--- src/rtl/intr_ctrl_8085.sv ---
// Priority interrupt controller for an 8085-style CPU: latches request edges, masks them, tracks in-service levels, answers acknowledges with RST opcodes.
// Latency: an irq_in edge gives int_req two clocks later. int_req waits for int_ack and is abandoned after ACK_TIMEOUT cycles with no acknowledge.
module intr_ctrl_8085 #(
  parameter int NUM_IRQ     = 8,
  parameter int ACK_TIMEOUT = 15
) (
  input  logic               clk,
  input  logic               rst_n,
  input  logic [NUM_IRQ-1:0] irq_in,
  input  logic               cfg_we,
  input  logic [NUM_IRQ-1:0] cfg_wdata,
  input  logic               eoi,
  input  logic               int_ack,
  output logic               int_req,
  output logic [7:0]         vector,
  output logic               vector_valid,
  output logic               spurious,
  output logic               ack_timeout,
  output logic [NUM_IRQ-1:0] irr,
  output logic [NUM_IRQ-1:0] isr
);

  localparam int CW = (ACK_TIMEOUT < 1) ? 1 : $clog2(ACK_TIMEOUT + 1);

  typedef enum logic [1:0] {IDLE, REQ, HOLD} state_t;

  state_t             state_q, state_d;
  logic [NUM_IRQ-1:0] prev_q, prev_d;
  logic [NUM_IRQ-1:0] irr_q, irr_d;
  logic [NUM_IRQ-1:0] isr_q, isr_d;
  logic [NUM_IRQ-1:0] imr_q, imr_d;
  logic [CW-1:0]      cnt_q, cnt_d;
  logic               int_req_q, int_req_d;
  logic [7:0]         vector_q, vector_d;
  logic               vv_q, vv_d;
  logic               spur_q, spur_d;
  logic               tmo_q, tmo_d;

  logic [NUM_IRQ-1:0] elig;
  logic               any_elig;
  logic [2:0]         win_idx;
  logic               blk;
  logic [NUM_IRQ-1:0] irr_clr, isr_set, isr_lo;

  // A source is blocked by any in-service level of equal or higher priority.
  always_comb begin
    blk      = 1'b0;
    elig     = '0;
    win_idx  = 3'd0;
    for (int i = 0; i < NUM_IRQ; i++) begin
      blk     = blk | isr_q[i];
      elig[i] = irr_q[i] & ~imr_q[i] & ~blk;
    end
    for (int i = NUM_IRQ - 1; i >= 0; i--) begin
      if (elig[i]) win_idx = 3'(i);
    end
    any_elig = |elig;
  end

  always_comb begin
    state_d   = state_q;
    int_req_d = int_req_q;
    vector_d  = vector_q;
    vv_d      = 1'b0;
    spur_d    = 1'b0;
    tmo_d     = 1'b0;
    cnt_d     = '0;
    irr_clr   = '0;
    isr_set   = '0;
    unique case (state_q)
      IDLE: begin
        int_req_d = 1'b0;
        if (int_ack) begin
          vector_d = 8'hFF;
          vv_d     = 1'b1;
          spur_d   = 1'b1;
          state_d  = HOLD;
        end else if (any_elig) begin
          state_d = REQ;
        end
      end
      REQ: begin
        if (int_ack) begin
          int_req_d = 1'b0;
          vv_d      = 1'b1;
          state_d   = HOLD;
          if (any_elig) begin
            vector_d = 8'hC7 | {2'b00, win_idx, 3'b000};
            irr_clr  = NUM_IRQ'(1) << win_idx;
            isr_set  = NUM_IRQ'(1) << win_idx;
          end else begin
            vector_d = 8'hFF;
            spur_d   = 1'b1;
          end
        end else if (!any_elig) begin
          int_req_d = 1'b0;
          state_d   = IDLE;
        end else if (cnt_q == CW'(ACK_TIMEOUT)) begin
          tmo_d     = 1'b1;
          int_req_d = 1'b0;
          state_d   = IDLE;
        end else begin
          int_req_d = 1'b1;
          cnt_d     = cnt_q + CW'(1);
        end
      end
      HOLD: begin
        int_req_d = 1'b0;
        if (!int_ack) state_d = IDLE;
      end
      default: state_d = IDLE;
    endcase

    // A fresh edge wins over the acknowledge clear; EOI acts on the pre-ack ISR.
    isr_lo = isr_q & (~isr_q + NUM_IRQ'(1));
    prev_d = irq_in;
    irr_d  = (irr_q & ~irr_clr) | (irq_in & ~prev_q);
    isr_d  = (eoi ? (isr_q & ~isr_lo) : isr_q) | isr_set;
    imr_d  = cfg_we ? cfg_wdata : imr_q;
  end

  always_ff @(posedge clk) begin
    if (!rst_n) begin
      state_q   <= IDLE;
      prev_q    <= '0;
      irr_q     <= '0;
      isr_q     <= '0;
      imr_q     <= '1;
      cnt_q     <= '0;
      int_req_q <= 1'b0;
      vector_q  <= 8'h00;
      vv_q      <= 1'b0;
      spur_q    <= 1'b0;
      tmo_q     <= 1'b0;
    end else begin
      state_q   <= state_d;
      prev_q    <= prev_d;
      irr_q     <= irr_d;
      isr_q     <= isr_d;
      imr_q     <= imr_d;
      cnt_q     <= cnt_d;
      int_req_q <= int_req_d;
      vector_q  <= vector_d;
      vv_q      <= vv_d;
      spur_q    <= spur_d;
      tmo_q     <= tmo_d;
    end
  end

  assign int_req      = int_req_q;
  assign vector       = vector_q;
  assign vector_valid = vv_q;
  assign spurious     = spur_q;
  assign ack_timeout  = tmo_q;
  assign irr          = irr_q;
  assign isr          = isr_q;

endmodule

--- config.mk ---
export PLATFORM = sky130hd
export DESIGN_NAME = intr_ctrl_8085
export DESIGN_NICKNAME = d
export VERILOG_FILES = /design/src/rtl/intr_ctrl_8085.sv
export SDC_FILE = /design/constraint.sdc
export NUM_CORES = 1
export LEC_CHECK = 0
export BUFFER_PORTS_ARGS = -buffer_cell sky130_fd_sc_hd__buf_2
export CAP_MARGIN = 20
export CORE_UTILIZATION = 35
export DETAILED_ROUTE_END_ITERATION = 6
export PLACE_DENSITY = 0.63
export SLEW_MARGIN = 30
export SYNTH_ARGS = -nofsm -noshare
export SYNTH_HDL_FRONTEND = slang
export SYNTH_SLANG_ARGS = --single-unit
--- constraint.sdc ---
create_clock -name clk -period 1.74 [get_ports clk]
set_input_delay 0.522 -clock clk [delete_from_list [all_inputs] [get_ports clk]]
set_output_delay 0.522 -clock clk [all_outputs]
set_load 0.02 [all_outputs]
==> flow_metrics.tcl, run 1 <==
set metrics [dict create \
    initial_core_util_pct 36.70 \
    numClockSinks 46 \
    place_hpwl_um 3302 \
    violations "setup timing" \
    rsz0062_at_grt "yes" \
    crit_fanout 3 \
    grt_use_total_pct 16.78 \
    critPathRequiredTime_ns 1.93 \
    vdd_ir_drop_max_uv 380.4 \
    clock.fmax_mhz 560.3 \
    totalWireLength_um 4352 \
    synthAdderAreaFrac_pct 0.6592 \
    synth_top_family_by_area "simple AND/OR/NAND/NOR gates" \
    synthMuxAreaShare_pct 3.691 \
    yosysMostFrequentCell "dfxtp_1" \
    die_x_um 75.64 \
    dp.cells 335 \
    final_cells 346 \
    dr.first_iter.drc_count 49 \
    sw_frac_of_total_pct 24.78 \
    p_int_mw 1.625 \
    p_clk_share_pct 33.4 \
    syn_area_sq_um 1898 \
    first_pass_iters 4 \
    cts_max_path_buffers 2 \
    leakagePower_nw 1.194 \
    drive_above_1_share_pct 44.93 \
    min_period_ns 1.785 \
    tightest_slew_ns 0.4179 \
    synth_common_cells "dfxtp_1 (46), nand2_1 (17), nor2b_1 (12)" \
    final_util_pct 51.31 \
    multiInputGateArea_sq_um 1001 \
    dieArea_sq_um 5721 \
    skew_ns 0.006316 \
    fin_crit_sh_pct 102.6 \
    coreArea_sq_um 5172 \
    detail_route.wl_per_cell_um 12.58 \
    synthFlopType "dfxtp_1" \
    setup_ws_ns -0.04484 \
    register_area_sq_um 935.9 \
    async_reset_ff_share_pct 0 \
    htree_num_levels 2 \
    holdBufCountCts 0 \
    grt_overflow 0 \
    hold_slack_ns 0.3977 \
    ys_seq_area_share_pct 48.52 \
    hold_path.class "register to register" \
    synth_cell_type_count 48 \
    hold_violations 0 \
    root_buffer "clkbuf_8" \
    fillers 498 \
    yosys-top-cells-area "dfxtp_1 (49%), nor2b_1 (4.0%), mux2i_1 (3.7%)" \
    fp-row-count 26 \
    critPathCaptureType "register" \
    ios 49 \
    worstPathArrival_ns 1.97 \
    power.switching_mw 0.5354 \
    grt_max_degree 23 \
    p_total_mw 2.161 \
    grt_pass1_wl_um 7093 \
    synth_top_area_share_pct 48.52 \
    synthCells 196 \
    clk_pin_slew_worst_paths_ns 0.08 \
    critical_path.max_stage_delay_ns 0.40 \
    start_kind "register" \
    max_cap_viol_count 0 \
    viasPerCell 4.827 \
    synth_nets 218 \
    grt_pass1_vias 1574 \
    antenna_found_initial 0 \
    ys_ff_latch 46 \
    powerDensity_nw_per_um2 814.2 \
    p_seq_share_pct 52.5 \
    drv_slew 0 \
    io_buffer_count 48 \
    cpMaxStageDelayCell "or3_4" \
    yosys.area_share.simple_pct 25.18 \
    synth_edf_count 0 \
    tritoncts "built" \
    combPwrFrac_pct 14.2 \
    ant_nets 0 \
    ys_warn_count 0 \
    syn2layout_area_growth_pct 39.82 \
    vias 1670 \
    num-nets-final 297 \
    syn_avg_cell_area_sq_um 9.684 \
    numCtsBuffers 5 \
    crit_chain "nor4b_2 -> a21oi_1 -> a2bb2oi_1 -> or3_4 -> a32o_1" \
    clock_latency_ns 0.29 \
    setup_viol 6 \
    gp_congestion 0.8018 \
    synth_xor_area_share_pct 0.9229 \
    antenna_cells 0 \
    slew_headroom_pct 71.85 \
    die_h_um 75.64 \
    yosysTopAreaCell "dfxtp_1" \
    criticalPathCategory "register to register" \
    outcome "finished with violations" \
    drc 0 \
    synth_compound_area_share_pct 16.88 \
]
[power groups by stage]
stage | sequential, mW | clock (mW) | combinational (mW)
after floorplan | 1.19 | 0 | 0.144
after global routing | 1.14 | 0.790 | 0.337
after CTS | 1.13 | 0.747 | 0.297
final | 1.13 | 0.721 | 0.307
after detailed placement | 1.16 | 0 | 0.288
after global placement | 1.16 | 0 | 0.283
[layer usage]
metal / GRT usage (%) / up-vias / part of all wire (%)
li1: - / 861 / -
met1: 21.59 / 762 / 49
met2: 26.79 / 38 / 45
met3: 3.175 / 9 / 3.6
met4: 8.848 / 0 / 2.3
met5: 0 / - / 0
[cell type report]
type	instances	area share [%]
inverter	6	0.8487
clock buffer	7	3.678
multi-input combinational	133	37.72
tap	70	3.300
sequential	46	35.27
timing repair buffer	83	18.95
clock inverter	1	0.2357
[repair_timing]
action	4_1_cts	5_1_grt
pin swaps	2	3
setup buffers	1	2
setup endpoints to repair	7	16
endpoints found under the hold margin	0	0
gates resized for setup	12	9
[layout by cell type (no fill, tap or decap), drive strengths merged, types with 2 or more instances in the layout]
master | synthesis | layout
clkbuf | 6 | 7
nor3b | 4 | 4
or3 | 4 | 4
mux2i | 7 | 7
o211ai | 2 | 2
and2 | 9 | 9
inv | 6 | 7
dfxtp | 46 | 46
nand2b | 3 | 3
o21ai | 12 | 12
nor2b | 12 | 12
a21oi | 9 | 9
nand3 | 4 | 4
nor3 | 4 | 4
nor2 | 3 | 3
o21a | 2 | 2
or3b | 3 | 3
o31ai | 2 | 2
a21boi | 8 | 8
nor4b | 3 | 3
and3 | 2 | 2
a32o | 3 | 3
buf | 5 | 83
nand2 | 17 | 17
nand4 | 3 | 3
[worst max-delay path, delay by kind of cell, from the launching register on]
family             cells  cell delay (ns)
AOI/OAI and AO/OA      3             0.61
and+or+nand+nor        2             0.73
DFF                    1             0.34
[cell families (layout without fill, tap and decap cells)]
| logic type | after synthesis | after routing |
|---|---|---|
| muxes | 7 | 7 |
| adders and majority gates | 1 | 1 |
| AOI/OAI and AO/OA | 47 | 47 |
| and+or+nand+nor | 76 | 76 |
| buffers and inverters | 17 | 97 |
| DFF | 46 | 46 |
| xor gates and xnor gates | 2 | 2 |
[per-stage QoR]
step	TNS [ns]	cell area (sq um)	setup WS, ns
2_1_floorplan	-0.09682	1944	-0.03312
3_3_place_gp	-0.4051	2446	-0.1373
3_5_place_dp	-0.7424	2446	-0.2136
4_1_cts	-0.1922	2605	-0.04695
5_1_grt	-1.062	2654	-0.1340
6_report	-0.1696	2654	-0.04484
[sequential cells by signal, summed over array words and instances, names as in the netlist]
signal and flops:
prev_q 8, spurious 1, ack_timeout 1, int_req 1
isr 8, imr_q 8, vector 4, irr 8
cnt_q 4, state_q 2, vector_valid 1
[worst paths after layout]
path	from	to	slack, ns	depth (start not counted)
min	prev_q[6]	irr[6]	0.40	1
max reg2reg	imr_q[7]	irr[5]	-0.04	5
max	imr_q[7]	irr[5]	-0.04	5
min reg2reg	prev_q[6]	irr[6]	0.40	1
Note: power is estimated with default switching activity, not from simulation.
==> run 2, diff against run 1 <==
ABC_AREA = 1   (was unset)
==> flow_metrics.tcl, run 2 <==
set metrics [dict create \
    outcome "finished, final reports clean" \
    setup_ws_ns 0.1534 \
    fp-row-count 26 \
    place_hpwl_um 3395 \
    syn_avg_cell_area_sq_um 7.859 \
    tightest_slew_ns 0.2449 \
    synth_edf_count 0 \
    ys_warn_count 0 \
    dp.cells 363 \
    detail_route.wl_per_cell_um 11.66 \
    synth_top_area_share_pct 47.06 \
    io_buffer_count 48 \
    antenna_cells 0 \
    synthCells 249 \
    root_buffer "clkbuf_8" \
    die_x_um 76.78 \
    powerDensity_nw_per_um2 894.1 \
    async_reset_ff_share_pct 0 \
    dieArea_sq_um 5894 \
    yosys.area_share.simple_pct 34.02 \
    synth_common_cells "nand2_1 (55), dfxtp_1 (46), inv_1 (30)" \
    ys_ff_latch 46 \
    ant_nets 0 \
    place_area_sq_um 2271 \
    worstPathArrival_ns 1.78 \
    tritoncts "built" \
    vias 1658 \
    synthAdderAreaFrac_pct 0.6394 \
    yosys-top-cells-area "dfxtp_1 (47%), nand2_1 (11%), inv_1 (5.8%)" \
    synth_top_family_by_area "simple AND/OR/NAND/NOR gates" \
    synth_nets 271 \
    synthFlopType "dfxtp_1" \
    drv_slew 0 \
    totalWireLength_um 4336 \
    antenna_found_initial 0 \
    critPathCaptureType "register" \
    dr.first_iter.drc_count 91 \
    drc 0 \
    clock_latency_ns 0.30 \
    rsz0062_at_grt "yes" \
    yosysTopAreaCell "dfxtp_1" \
    min_period_ns 1.587 \
    num-nets-final 323 \
    leakagePower_nw 1.228 \
    synthMuxAreaShare_pct 0 \
    vdd_ir_drop_max_uv 480.6 \
    numClockSinks 46 \
    gp_congestion 0.8482 \
    syn_area_sq_um 1957 \
    clock.fmax_mhz 630.3 \
    skew_ns 0.007641 \
    reg2reg_depth 10 \
    yosysMostFrequentCell "nand2_1" \
    cts_max_path_buffers 2 \
    hold_violations 0 \
    coreArea_sq_um 5238 \
    grt_pass1_vias 1579 \
    initial_core_util_pct 37.36 \
    syn2layout_area_growth_pct 21.67 \
    drive_above_1_share_pct 32.12 \
    clk_pin_slew_worst_paths_ns 0.08 \
    synth_compound_area_share_pct 8.824 \
    fin_crit_sh_pct 91.18 \
    criticalPathCategory "register to register" \
    place_ws_ns 0.04030 \
    first_pass_iters 4 \
    final_cells 372 \
    crit_fanout 7 \
    ys_seq_area_share_pct 47.06 \
    layout_commonest_cell "nand2_1" \
    p_total_mw 2.129 \
    critPathRequiredTime_ns 1.94 \
    postLayoutCellArea_sq_um 2381 \
    max_cap_viol_count 0 \
    slew_headroom_pct 83.50 \
    htree_num_levels 2 \
    hold_depth 1 \
    setup_viol 0 \
    ios 49 \
    die_h_um 76.78 \
    grt_overflow 0 \
    synth_cell_type_count 33 \
    start_kind "register" \
    final_cell_mix "nand2_1 (55), buf_2 (48), dfxtp_1 (44)" \
    synth_xor_area_share_pct 0.8951 \
    numCtsBuffers 5 \
    grt_use_total_pct 15.87 \
    grt_max_degree 20 \
    viasPerCell 4.457 \
    grt_pass1_wl_um 7334 \
    hold_path.class "register to register" \
]
[run 2: worst paths after layout]
kind / from / end / slack, ns
worst min-delay path: prev_q[1] / irr[1] / 0.41
worst max-delay path: isr[1] / irr[1] / 0.15
worst min register to register: prev_q[1] / irr[1] / 0.41
worst max register to register: isr[1] / irr[1] / 0.15
[run 2: layout make-up]
cell class / instances / area, sq um
clock buffers: 6 / 82.58
well taps: 70 / 87.58
inverters: 31 / 116.4
multi-input cells: 163 / 873.3
repair buffers: 54 / 285.3
flip-flops and latches: 46 / 923.4
clock inverters: 2 / 12.51
fillers: 536 / 2856
[run 2: logic make-up (layout without fill, tap and decap cells)]
kind of cell,after synthesis,after routing
flops,46,46
compound gates,28,28
simple gates,132,132
xor+xnor,2,2
buf+inv,40,93
fa+ha+maj,1,1
[run 2: what timing repair did]
item,in CTS,in global routing
endpoints found under the setup margin,0,16
buffers inserted,0,1
hold buffers,0,0
gates resized for setup,0,3
[run 2: power by group]
| part | internal [mW] | switching (mW) |
|---|---|---|
| registers | 1.11 | 0.0386 |
| clock network | 0.319 | 0.349 |
| logic | 0.113 | 0.202 |
[run 2: layer usage]
metal  vias to the layer above  GRT usage [%]  wire [um]
met2                        37          25.00       1945
met5                         -              0          0
li1                        891              -          -
met4                         0          5.192         85
met1                       721          20.41       2136
met3                         9          5.000        169
[run 2: worst max-delay path: stages (launching register included)]
cell and delay, ns:
dfxtp_2 0.35, nor2_4 0.21, nand2_4 0.09, inv_2 0.07
nand3_2 0.08, nand2_2 0.11, nor2_4 0.05, o21bai_2 0.20
nand4_1 0.19, nand2_1 0.10, o21ai_1 0.06
[run 2: metrics by stage]
step	hold slack, ns	util, %	setup TNS [ns]
final	0.4091	45.46	0
after global routing	0.4177	45.46	-0.009114
after CTS	0.4056	45.17	0
after detailed placement	0.3975	43.36	0
after global placement	0.3919	43.36	0
after floorplan	0.3895	-	0
